File: src/rtl/sram_master.sv
// Single-request load/store initiator for a 64-bit byte-laned SRAM port.
// Splits accesses that straddle an 8-byte boundary and extends load data.
module sram_master #(
  parameter logic [63:0] MEM_BASE = 64'h8000_0000,
  parameter logic [63:0] MEM_SIZE = 64'h0800_0000
) (
  input  logic        clk,
  input  logic        rst_n,
  input  logic        req_valid,
  output logic        req_ready,
  input  logic        req_we,
  input  logic [1:0]  req_size,
  input  logic        req_signed,
  input  logic [63:0] req_addr,
  input  logic [63:0] req_wdata,
  output logic        resp_valid,
  input  logic        resp_ready,
  output logic [63:0] resp_rdata,
  output logic        resp_err,
  output logic        mem_en,
  output logic [7:0]  mem_we,
  output logic [63:0] mem_addr,
  output logic [63:0] mem_wdata,
  input  logic [63:0] mem_rdata
);

  typedef enum logic [2:0] {IDLE, A0, A1, CAP, RESP} state_t;

  state_t      state_q, state_d;
  logic        r_we, r_signed, r_err;
  logic [1:0]  r_size;
  logic [63:0] r_addr, r_wdata, lo_q, rdata_q;

  logic        accept, in_err;
  logic [3:0]  in_n, r_n;
  logic [64:0] req_end, win_end;
  logic [2:0]  off;
  logic        split;
  logic [63:0] base;
  logic [5:0]  sh_lo, sh_hi;
  logic [7:0]  lane_mask;
  logic [63:0] lo_src, raw, ext;

  assign accept  = req_valid && (state_q == IDLE);
  assign in_n    = 4'd1 << req_size;
  // 65-bit sums so an address near the top of the space cannot wrap past the check
  assign req_end = {1'b0, req_addr} + {61'b0, in_n};
  assign win_end = {1'b0, MEM_BASE} + {1'b0, MEM_SIZE};
  assign in_err  = (req_addr < MEM_BASE) || (req_end > win_end);

  assign r_n       = 4'd1 << r_size;
  assign off       = r_addr[2:0];
  assign split     = ({1'b0, off} + r_n) > 4'd8;
  assign base      = {r_addr[63:3], 3'b000};
  assign sh_lo     = {off, 3'b000};
  // 64 - 8*off modulo 64; only used when split, where off is never 0
  assign sh_hi     = 6'd0 - sh_lo;
  assign lane_mask = 8'((9'd1 << r_n) - 9'd1);

  always_comb begin
    lo_src = split ? lo_q : mem_rdata;
    raw    = (lo_src >> sh_lo) | (split ? (mem_rdata << sh_hi) : '0);
    ext    = '0;
    case (r_size)
      2'd0: ext = {{56{r_signed & raw[7]}},  raw[7:0]};
      2'd1: ext = {{48{r_signed & raw[15]}}, raw[15:0]};
      2'd2: ext = {{32{r_signed & raw[31]}}, raw[31:0]};
      default: ext = raw;
    endcase
  end

  always_ff @(posedge clk or negedge rst_n) begin
    if (!rst_n) begin
      state_q <= IDLE;
    end else begin
      state_q <= state_d;
    end
  end

  always_ff @(posedge clk or negedge rst_n) begin
    if (!rst_n) begin
      r_we     <= 1'b0;
      r_signed <= 1'b0;
      r_err    <= 1'b0;
      r_size   <= '0;
      r_addr   <= '0;
      r_wdata  <= '0;
      lo_q     <= '0;
      rdata_q  <= '0;
    end else begin
      if (accept) begin
        r_we     <= req_we;
        r_signed <= req_signed;
        r_err    <= in_err;
        r_size   <= req_size;
        r_addr   <= req_addr;
        r_wdata  <= req_wdata;
        rdata_q  <= '0;
      end
      if (state_q == A1 && !r_we) lo_q <= mem_rdata;
      if (state_q == CAP && !r_we) rdata_q <= ext;
    end
  end

  always_comb begin
    state_d    = state_q;
    req_ready  = 1'b0;
    resp_valid = 1'b0;
    mem_en     = 1'b0;
    mem_we     = '0;
    mem_addr   = '0;
    mem_wdata  = '0;
    case (state_q)
      IDLE: begin
        req_ready = 1'b1;
        if (req_valid) state_d = in_err ? RESP : A0;
      end
      A0: begin
        mem_en   = 1'b1;
        mem_addr = base;
        if (r_we) begin
          mem_we    = lane_mask << off;
          mem_wdata = r_wdata << sh_lo;
        end
        state_d = split ? A1 : CAP;
      end
      A1: begin
        mem_en   = 1'b1;
        mem_addr = base + 64'd8;
        if (r_we) begin
          mem_we    = lane_mask >> (4'd8 - {1'b0, off});
          mem_wdata = r_wdata >> sh_hi;
        end
        state_d = CAP;
      end
      CAP: state_d = RESP;
      RESP: begin
        resp_valid = 1'b1;
        if (resp_ready) state_d = IDLE;
      end
      default: state_d = IDLE;
    endcase
  end

  assign resp_rdata = rdata_q;
  assign resp_err   = resp_valid & r_err;

endmodule
File: config.mk
export PLATFORM = sky130hd
export DESIGN_NAME = sram_master
export DESIGN_NICKNAME = d
export VERILOG_FILES = /design/src/rtl/sram_master.sv
export SDC_FILE = /design/constraint.sdc
export NUM_CORES = 1
export LEC_CHECK = 0
export BUFFER_PORTS_ARGS = -buffer_cell sky130_fd_sc_hd__buf_2
export CAP_MARGIN = 20
export CORE_MARGIN = 10
export CORE_UTILIZATION = 48
export DETAILED_ROUTE_END_ITERATION = 6
export PLACE_DENSITY = 0.7
export REMOVE_ABC_BUFFERS = 1
export SLEW_MARGIN = 10
export SYNTH_ARGS = -nofsm -noshare
export SYNTH_HDL_FRONTEND = slang
export SYNTH_SLANG_ARGS = --single-unit
File: constraint.sdc
create_clock -name clk -period 13.5 [get_ports clk]
set_clock_uncertainty 0.15 [all_clocks]
set_input_delay 2.7 -clock clk [delete_from_list [all_inputs] [get_ports clk]]
set_output_delay 2.7 -clock clk [all_outputs]
set_load 0.01 [all_outputs]
==> results.json <==
{
  "r2r-start": "r_addr[0]",
  "core_sq_um": 45700,
  "fin_setup_tns_ps": 0,
  "grt_pass1_wl_microns": 140000,
  "wirelength_microns": 91500,
  "hold_slack_ps": 328,
  "crit_family": "buffers and inverters",
  "period_share_pct": 66.9,
  "power_mw": 3.61,
  "ctsResizeCount": 0,
  "place_area_sq_um": 24600,
  "maxCapViolations": 0,
  "drtIter0Drc": 3101,
  "hp-start": "resp_rdata[2]",
  "antenna_found_initial": 20,
  "synth_area_leaders": "dfrtp_1, nand2_1, mux2i_1",
  "worstHoldPathType": "reg -> reg",
  "rsz0062_at_grt": "no",
  "synthTopCellsByCount": "nand2_1, dfrtp_1, o21ai_0, mux2i_1, clkbuf_1",
  "crit_buf_inv": 3,
  "htree_levels": 2,
  "r2r_slack_ps": 6500,
  "area_growth_pct": 16.0,
  "syn_avg_cell_area_sq_um": 8.01,
  "clock_latency_ps": 550,
  "slowest_delay_ps": 1030,
  "dp_hpwl_microns": 63900,
  "rr_endpoint": "resp_rdata[47]",
  "final-hold-violation-count": 0,
  "maxSlewViolCount": 0,
  "nets": 3245,
  "synth_cell_types": 80,
  "ys_seq_area_share_pct": 29.7,
  "fp.dieH_microns": 235,
  "synth_seq_cells": 264,
  "synthCells": 2781,
  "initial_utilization_pct": 48.8,
  "synth_area_sq_um": 22300,
  "numPortBuffers": 400,
  "grt_pass1_vias": 23400,
  "drt_first_pass_iters": 7,
  "final_antenna_net_count": 0,
  "grt_usage_pct": 31.3,
  "ir_drop_v": 0.000105,
  "synthArstFlopShare_pct": 100,
  "maxSlewHeadroom_pct": 24.3,
  "clockBufferDepth": 3,
  "synth_edf_count": 0,
  "ys.warnings.count": 0,
  "final_util_pct": 56.6,
  "hold_depth": 2,
  "crit_chain": "inv_4, ha_1, xor2_4, buf_4, nand3_1, o21ai_0, buf_2",
  "vias_per_cell": 6.61,
  "ioPinCount": 404,
  "drc": 0,
  "pwr_density_cell_nw_per_um2": 140,
  "period_needed_ps": 9030,
  "drive_gt1_share_pct": 23.0,
  "critPathSlowestCell": "dfrtp_4",
  "ff2ff_path_depth": 12,
  "crit_type": "reg -> out",
  "worstPathRequired_ps": 10650,
  "setup_viol": 0,
  "die_area_sq_um": 55400,
  "design_area_sq_um": 25800,
  "rows": 78,
  "netlist.area_leader.share_pct": 29.7,
  "fmax_mhz": 111,
  "ctsHoldBuffers": 0,
  "vias": 24200,
  "numCtsBuffers": 35,
  "wl_per_cell_microns": 24.9,
  "grt_max_degree": 158,
  "path_clk_slew_ps": 60,
  "cts.sinks": 264,
  "yosysMostFrequentCell": "nand2_1",
  "tightestPinTransition_ps": 1130,
  "min_to": "resp_rdata[2]",
  "clockRootBuffer": "clkbuf_16",
  "ys.flop_type": "dfrtp_1",
  "gp_congestion": 0.966,
  "status": "complete, no violations",
  "cp-end-kind": "output port",
  "critPathMaxFanout": 78,
  "grt_overflow": 0,
  "cp-start-kind": "register",
  "cts_setup_buffers": 0,
  "cts_tree": "done",
  "yosysTopAreaCell": "dfrtp_1",
  "cp.arrival_ps": 6180,
  "leakage_nw": 11.9,
  "die_w_microns": 235
}
-- cell usage in the layout (no fill, tap or decap), types with 37 or more instances in the layout --
master / count
mux4_2: 57
buf_2: 399
nand2_1: 666
a21oi_1: 134
a31oi_1: 40
buf_4: 38
dfrtp_1: 260
a22oi_1: 47
nor2b_1: 39
nand3_1: 72
mux2_2: 108
mux2i_1: 190
clkbuf_16: 37
nor2_1: 119
nor3_1: 38
nand4_1: 54
o21ai_0: 232
a211oi_1: 43
-- stage by stage --
| stage | instances | worst slack (ps) |
|---|---|---|
| floorplan | 2553 | -5040 |
| finish | 3667 | 4470 |
| detailed placement | 3593 | 5380 |
| CTS | 3655 | 4790 |
| global route | 3659 | 4370 |
| global placement | 3592 | 5430 |
-- cells by family after synthesis --
kind of cell	after synthesis	share of synthesized area (%)
AND/OR/NAND/NOR	1157	23.4
AO/OA/AOI/OAI	718	20.8
multiplexers	357	20.0
flip-flops	264	29.7
buffers and inverters	250	4.50
XOR/XNOR	19	0.747
adder cells (fa/ha/maj)	15	0.899
other	1	0.0168
-- state kept, by name (all words and copies together) (netlist names) --
signal      cells
r_we            1
r_err           1
r_signed        1
r_wdata        64
r_size          2
r_addr         64
state_q         3
resp_rdata     64
lo_q           64
-- per-layer routing --
layer	GRT usage (%)	share of wire (%)	up-vias
met4	13.6	4.3	20
met2	49.3	46	1548
met5	0	0.14	-
met1	39.1	39	11600
li1	-	-	10800
met3	9.48	11	322
-- layout make-up --
cell class / count / area [sq um]
flip-flops and latches: 264 / 6620
repair buffers: 441 / 2340
well taps: 600 / 751
clock inverters: 13 / 175
clock buffers: 49 / 1070
multi-input cells: 2269 / 14800
fillers: 4350 / 19800
diodes: 11 / 27.5
inverters: 20 / 77.6
-- report_power, final --
part           total (mW)  switching (mW)  internal (mW)  leakage, nW
logic                1.53           0.942          0.590         7.81
clock network        1.02           0.391          0.629        0.607
registers            1.05           0.180          0.874         3.46
total                3.61            1.51           2.09         11.9
-- worst min-delay path, cell delays in order, from the launching register on --
cell	delay, ps
dfrtp_1	340
nand2_1	40
o21ai_0	60
-- worst max-delay path by stage --
stage	end	startpoint	slack, ps	cells after the start
after detailed placement	mem_wdata[32]	r_addr[0]	5380	7
after floorplan	mem_wdata[56]	r_addr[0]	-5040	6
after global placement	mem_wdata[32]	r_addr[0]	5430	7
final	mem_wdata[32]	r_addr[0]	4470	7
after global routing	mem_wdata[32]	r_addr[0]	4370	7
after CTS	mem_wdata[32]	r_addr[0]	4790	7
Note: power is estimated with default switching activity, not from simulation.
